File: src/rtl/ox_credit_init_gen.sv
// OmniXtend credit-initialisation packet generator.
// Walks enabled TileLink channels and emits one credit packet per channel over OX2M.
module ox_credit_init_gen #(
    parameter logic [47:0] SRC_MAC      = 48'h001232_FFFFF0,
    parameter logic [47:0] DST_MAC      = 48'h000000_000000,
    parameter logic [4:0]  CH_MASK      = 5'b01010,
    parameter int unsigned QQWD_PER_PKT = 3,
    parameter logic [7:0]  CREDIT_EXP   = 8'd12
) (
    input  logic         clk,
    input  logic         rst_,
    input  logic         pwr2cig_start,
    input  logic         cig_reinit,
    input  logic         ox2cig_grant,
    input  logic         ox2cig_ready,
    output logic         cig2ox_req,
    output logic [255:0] cig2ox_data,
    output logic         cig2ox_valid,
    output logic         cig2ox_last,
    output logic [2:0]   cig2ox_qqwd_cnt,
    output logic         cig2ox_pkt_done,
    output logic [2:0]   cig_ch_id,
    output logic         cig_init_done,
    output logic         cig_busy
);

    typedef enum logic [5:0] {
        S_PWR_ON = 6'b000001,
        S_IDLE   = 6'b000010,
        S_SCAN   = 6'b000100,
        S_REQ    = 6'b001000,
        S_SEND   = 6'b010000,
        S_DONE   = 6'b100000
    } state_t;

    localparam logic [2:0] LAST_IDX = 3'(QQWD_PER_PKT - 1);

    function automatic logic [47:0] swap6(input logic [47:0] v);
        return {v[7:0], v[15:8], v[23:16], v[31:24], v[39:32], v[47:40]};
    endfunction

    localparam logic [47:0] SRC_SW = swap6(SRC_MAC);
    localparam logic [47:0] DST_SW = swap6(DST_MAC);

    function automatic logic [255:0] qqwd(input logic [2:0] idx, input logic [2:0] ch);
        logic [2:0] code;
        code = ch + 3'd1;
        if (idx == 3'd0)
            return {15'h0, code, 14'h0900, 24'h0, CREDIT_EXP, 32'h0000_AAAA,
                    SRC_SW, DST_SW, 64'h0046};
        else if (idx == LAST_IDX)
            return 256'h1 << 104;
        else
            return 256'h0;
    endfunction

    state_t       r_state;
    logic [2:0]   r_ptr;
    logic         r_pend;
    logic         r_req;
    logic [255:0] r_data;
    logic         r_valid;
    logic         r_last;
    logic [2:0]   r_cnt;
    logic         r_pkt_done;
    logic [2:0]   r_ch_id;
    logic         r_init_done;

    logic         w_found;
    logic [2:0]   w_next;

    // Lowest enabled channel at or above the pointer.
    always_comb begin
        w_found = 1'b0;
        w_next  = 3'd0;
        for (int i = 4; i >= 0; i--) begin
            if (CH_MASK[i] && (3'(i) >= r_ptr)) begin
                w_found = 1'b1;
                w_next  = 3'(i);
            end
        end
    end

    always_ff @(posedge clk) begin
        if (rst_) begin
            r_state     <= S_PWR_ON;
            r_ptr       <= 3'd0;
            r_pend      <= 1'b0;
            r_req       <= 1'b0;
            r_data      <= 256'h0;
            r_valid     <= 1'b0;
            r_last      <= 1'b0;
            r_cnt       <= 3'd0;
            r_pkt_done  <= 1'b0;
            r_ch_id     <= 3'd0;
            r_init_done <= 1'b0;
        end else begin
            r_pkt_done <= 1'b0;
            if (cig_reinit && (r_state != S_PWR_ON) &&
                !((r_state == S_IDLE) && r_init_done))
                r_pend <= 1'b1;
            unique case (r_state)
                S_PWR_ON: begin
                    if (pwr2cig_start)
                        r_state <= S_SCAN;
                end
                S_IDLE: begin
                    if (r_pend) begin
                        r_pend  <= 1'b0;
                        r_ptr   <= 3'd0;
                        r_state <= S_SCAN;
                    end else if (cig_reinit && r_init_done) begin
                        r_init_done <= 1'b0;
                        r_ptr       <= 3'd0;
                        r_state     <= S_SCAN;
                    end
                end
                S_SCAN: begin
                    if (w_found) begin
                        r_ptr   <= w_next;
                        r_ch_id <= w_next;
                        r_state <= S_REQ;
                    end else begin
                        // A pending restart suppresses the done level.
                        r_ptr       <= 3'd0;
                        r_init_done <= !(r_pend || cig_reinit);
                        r_state     <= S_IDLE;
                    end
                end
                S_REQ: begin
                    if (!r_req) begin
                        r_req <= 1'b1;
                    end else if (ox2cig_grant) begin
                        r_req   <= 1'b0;
                        r_valid <= 1'b1;
                        r_data  <= qqwd(3'd0, r_ch_id);
                        r_cnt   <= 3'd0;
                        r_last  <= 1'b0;
                        r_state <= S_SEND;
                    end
                end
                S_SEND: begin
                    if (r_valid && ox2cig_ready) begin
                        if (r_cnt == LAST_IDX) begin
                            r_valid    <= 1'b0;
                            r_last     <= 1'b0;
                            r_cnt      <= 3'd0;
                            r_data     <= 256'h0;
                            r_pkt_done <= 1'b1;
                            r_state    <= S_DONE;
                        end else begin
                            r_cnt  <= r_cnt + 3'd1;
                            r_data <= qqwd(r_cnt + 3'd1, r_ch_id);
                            r_last <= ((r_cnt + 3'd1) == LAST_IDX);
                        end
                    end
                end
                S_DONE: begin
                    r_ptr   <= r_ptr + 3'd1;
                    r_state <= S_SCAN;
                end
                default: r_state <= S_PWR_ON;
            endcase
        end
    end

    assign cig2ox_req      = r_req;
    assign cig2ox_data     = r_data;
    assign cig2ox_valid    = r_valid;
    assign cig2ox_last     = r_last;
    assign cig2ox_qqwd_cnt = r_cnt;
    assign cig2ox_pkt_done = r_pkt_done;
    assign cig_ch_id       = r_ch_id;
    assign cig_init_done   = r_init_done;
    assign cig_busy        = !((r_state == S_PWR_ON) || (r_state == S_IDLE));

endmodule

File: config.mk
export PLATFORM = sky130hd
export DESIGN_NAME = ox_credit_init_gen
export DESIGN_NICKNAME = d
export VERILOG_FILES = /design/src/rtl/ox_credit_init_gen.sv
export SDC_FILE = /design/constraint.sdc
export NUM_CORES = 1
export LEC_CHECK = 0
export ABC_AREA = 1
export CAP_MARGIN = 20
export CORE_MARGIN = 4
export CORE_UTILIZATION = 33
export CTS_CLUSTER_DIAMETER = 40
export DETAILED_ROUTE_END_ITERATION = 10
export PLACE_DENSITY = 0.82
export SYNTH_ARGS = -nofsm -noshare
export SYNTH_HDL_FRONTEND = slang
export SYNTH_SLANG_ARGS = --single-unit
File: constraint.sdc
create_clock -name clk -period 2.2 [get_ports clk]
set_input_delay 0.66 -clock clk [delete_from_list [all_inputs] [get_ports clk]]
set_output_delay 0.66 -clock clk [all_outputs]
set_load 0.01 [all_outputs]
---- Yosys cells after proc, flatten, opt, wreduce, memory -nomap -nowiden ----
Index checks and enable logic that the tools add are counted.
word-level totals
  bits in registers ....................... 277
  input bits .............................. 6
  output and inout bits ................... 268
  word-level logic and storage cells ...... 106
operators by class
  add/subtract/negate cells ............... 3
  order comparisons ....................... 2
  equal/unequal tests ..................... 18
  mux-type cells .......................... 49
  bitwise operators ....................... 2
  reduce and logical (&&, ||, !) cells .... 21
operators with widths
  operator                                                count
  two-way mux 256 bit                                     3
  case mux 256 bit (2 select lines)                       1
  two-way mux 241 bit                                     2
  two-way mux 105 bit                                     1
  two-way mux 6 bit                                       7
  case mux 6 bit (6 select lines)                         1
  two-way mux 3 bit                                       7
  two-way mux 1 bit                                       19
  inequality test 2 bit (second input constant)           8
  adder 3 x 1 -> 3 bit (second input constant)            3
  case mux 3 bit (3 select lines)                         1
  AND reduction 4 bit                                     2
  equality test 3 x 2 -> 1 bit (second input constant)    2
  equality test 6 x 1 -> 1 bit (second input constant)    1
  equality test 6 x 2 -> 1 bit (second input constant)    1
  equality test 6 x 3 -> 1 bit (second input constant)    1
  equality test 6 x 4 -> 1 bit (second input constant)    1
  equality test 6 x 5 -> 1 bit (second input constant)    1
  equality test 6 bit (second input constant)             1
  inequality test 6 x 1 -> 1 bit (second input constant)  1
  case mux 1 bit (2 select lines)                         3
  case mux 3 bit (2 select lines)                         1
  AND reduction 6 bit                                     1
  logical AND 1 bit                                       5
  other kinds (14)                                        21

---- Logic depth before layout (Yosys ltp) ----
  word-level depth ........................ 7
  mapped depth ............................ 9
  mapped depth without buffers ............ 9

---- Worst setup path before layout ----
OpenSTA, ideal clock, no wires.
  path kind ............................... register to output
  start ................................... register cig2ox_data[235] (netlist name)
  end ..................................... output port cig2ox_data[121]
  data arrival time ....................... 1.235 ns
  required time ........................... 1.540 ns
  path slack .............................. 0.305 ns
  cell stages (with the launch flop) ...... 2
  buffers on the path ..................... 1
  cell sequence ........................... dfxtp_1 buf_4
RTL lines
  what           RTL line  source
  end, declared  17        output logic [255:0] cig2ox_data,

==> metrics.txt <==
outcome=complete, no violations; vias in the first global route=between 1,000 and 1,500; final hold vios=0; Pleak=1.52 nW; io pins=~270; WHS Path Cells=2; most frequent cells in the layout=conb_1, clkdlybuf4s50_1, nand2_1; post-synth top area share=0.580; Yosys warnings=0; R2R Setup Slk=0.78 ns; clock latency on the worst-skew pair=~0.27 ns; maximum fanout along the worst path=between 40 and 50; Final nets=roughly 480; Critical Path RT=1.54 ns; cell row count=36; Routed WL=between 5 and 6 mm; Clock transition at path regs=about 0.080 ns; sw frac=0.409; post-DP HPWL=about 4.7 mm; startpoint types=flop; CP max stage delay=between 0.5 and 0.6 ns; slowest CP cell=clkdlybuf4s50_1; Crit. End Element=primary output; CTS HTree Levels=1; root buf cell=clkbuf_8; clock group share of total power=0.224; Power Density=about 410 nW/µm²; top cells by area, synth=buf_4, dfxtp_1, nand2_1; Routed Antenna Nets=0; Unique masters post-synth=29; number of detailed-route iterations in the first pass=4; P_int=around 0.73 mW; sequential-to-total area share from yosys stat=0.153; wire length per cell=9.27 µm; share of post-route cells with drive strength above 1=0.0917; Sw Pwr=approximately 0.51 mW; Seq cells post-synth=25; gr ovfl total=0; Longest Clk Path Bufs=2; Die X=about 110 µm; WP buf/inv=2; die height=108 µm; crit path cell chain=buf_12, clkdlybuf4s50_1; ys async rst share=0; clk sinks=25; hold path endpoint=cig2ox_data[238]; Max Cap Violations=0; Core Area=9730 µm²; Iter 0 DRT Violations=60; final setup fails=0; Worst Reg-to-Reg Cells=7; Main synth FF type=dfxtp_1; Finished Layout Cells=around 600; largest area contributor in the netlist=buf_4; reg2reg start=r_state[4]; initial antenna violation count=0; setup_tns=0 ns; starting density of the core=0.337; placed cells=~600; Die Area=11,600 µm²; first-pass GRT wire length=7.09 mm; CP arrival=1.42 ns; pin count of the biggest net entering global routing=42; Top Family by Delay on Critical Path=buffers and inverters; GRT Util Overall=0.0746; pre-CTS setup slack=about 0.19 ns; Placer Congestion=around 0.82; RSZ-0062 raised after global routing=no; drt drc=0; Synth Area per Inst=7.40 µm²; most common cell after layout, fill and taps aside=conb_1; min cycle time layout=2.08 ns; Clock Skew=between 0.002 and 0.003 ns; Syn Std Cell Area=roughly 3300 µm²; Post-synth EDFFs=0; Achievable Freq=approximately 480 MHz; logic gate share of total power=0.361; Area Overhead vs Synth=-7.45%; Vias=a little under 2,000; diode count=0; TritonCTS clock tree=done; CTS Buf Count=3; hold_buf cts=0; Hold Crit Start=cig2ox_data[238]; period utilisation layout=0.945; final setup margin=around 0.12 ns; reg2reg end=cig2ox_qqwd_cnt[1]; PortBufs=60; Hold Crit Class=reg2reg; Peak VDD IR=approximately 0.00024 V; Synth Instances=between 400 and 500; vias per cell=approximately 3.3; Max Slew Vio Count=0; sequential share of power=0.415; WS Path Type=reg2out
## cells in the mapped netlist (4+ instances only)
cell     count
nand3_2      4
a21oi_1     22
o21ai_0      5
nor2_4       6
buf_4      253
inv_1       23
nand2_1     36
o21ai_1      4
dfxtp_1     25
nor2_1      16
nand3_1     13
inv_2        4
nand4_1      6
## worst max-delay path by stage
| stage | from | to | slack, ns | depth (start not counted) |
|---|---|---|---|---|
| finish | cig2ox_data[235] | cig2ox_data[142] | 0.12 | 2 |
| global route | cig2ox_data[235] | cig2ox_data[142] | 0.06 | 2 |
| CTS | cig2ox_data[235] | cig2ox_data[142] | 0.1 | 2 |
| detailed placement | r_state[1] | cig_busy | 0.19 | 6 |
| global placement | r_state[1] | cig_busy | 0.19 | 6 |
| floorplan | cig2ox_data[235] | cig2ox_data[121] | 0.30 | 1 |
## metal layers
layer | wire length (µm) | share of wire | global-route usage
met1 | 1840 | 0.33 | 0.0835
met2 | 3030 | 0.54 | 0.143
met3 | 630 | 0.11 | 0.00600
met4 | 85 | 0.015 | 0.0316
met5 | 0 | 0 | 0
## repair_timing
| action | CTS | global route |
|---|---|---|
| buffers inserted | 0 | 0 |
| setup endpoints to repair | 1 | 0 |
| gates resized for setup | 8 | 0 |
## final cells by class
| cell class | count | area [µm²] |
|---|---|---|
| fillers | 1033 | 6700 |
| multi-input cells | 346 | 1550 |
| repair buffers | 67 | 664 |
| flip-flops and latches | 25 | 507 |
| well taps | 133 | 166 |
| inverters | 27 | 101 |
| clock buffers | 4 | 45.0 |
## cell families after synthesis
logic type                 Yosys count  share of synthesized area
adders and majority gates            3                     0.0115
other                                1                    0.00114
buffers and inverters              284                      0.620
and+or+nand+nor                     96                      0.160
AOI/OAI and AO/OA                   34                     0.0554
DFF                                 25                      0.153
## worst register-to-register path: stages (launching register included)
cell and delay, ns:
dfxtp_1 0.36, nor2_4 0.15, buf_4 0.16, nand4_2 0.21
buf_4 0.23, nand3_1 0.08, nand2_1 0.05, a21oi_1 0.12
## sequential cells by signal (all words and copies together) (netlist names)
name and flops:
cig2ox_qqwd_cnt 3, r_pend 1, r_state 6, cig2ox_last 1, cig2ox_valid 1, cig_init_done 1
cig2ox_req 1, cig2ox_pkt_done 1, cig_ch_id 2, r_ptr 3, cig2ox_data 5
## power by group through the flow
stage	clock network (mW)	logic, mW	registers (mW)
floorplan	0	0.618	0.521
global placement	0	0.432	0.518
detailed placement	0	0.434	0.519
CTS	0.284	0.433	0.512
global route	0.299	0.493	0.516
finish	0.277	0.445	0.512
## metrics by stage
step	hold WS (ns)	instance area (µm²)	util	power (mW)
2_1_floorplan	0.478	4070	-	1.14
3_3_place_gp	0.464	2980	0.306	0.950
3_5_place_dp	0.461	2980	0.306	0.953
4_1_cts	0.475	3030	0.312	1.23
5_1_grt	0.504	3030	0.312	1.31
6_report	0.469	3030	0.312	1.23
(Power assumes the default switching activity.)
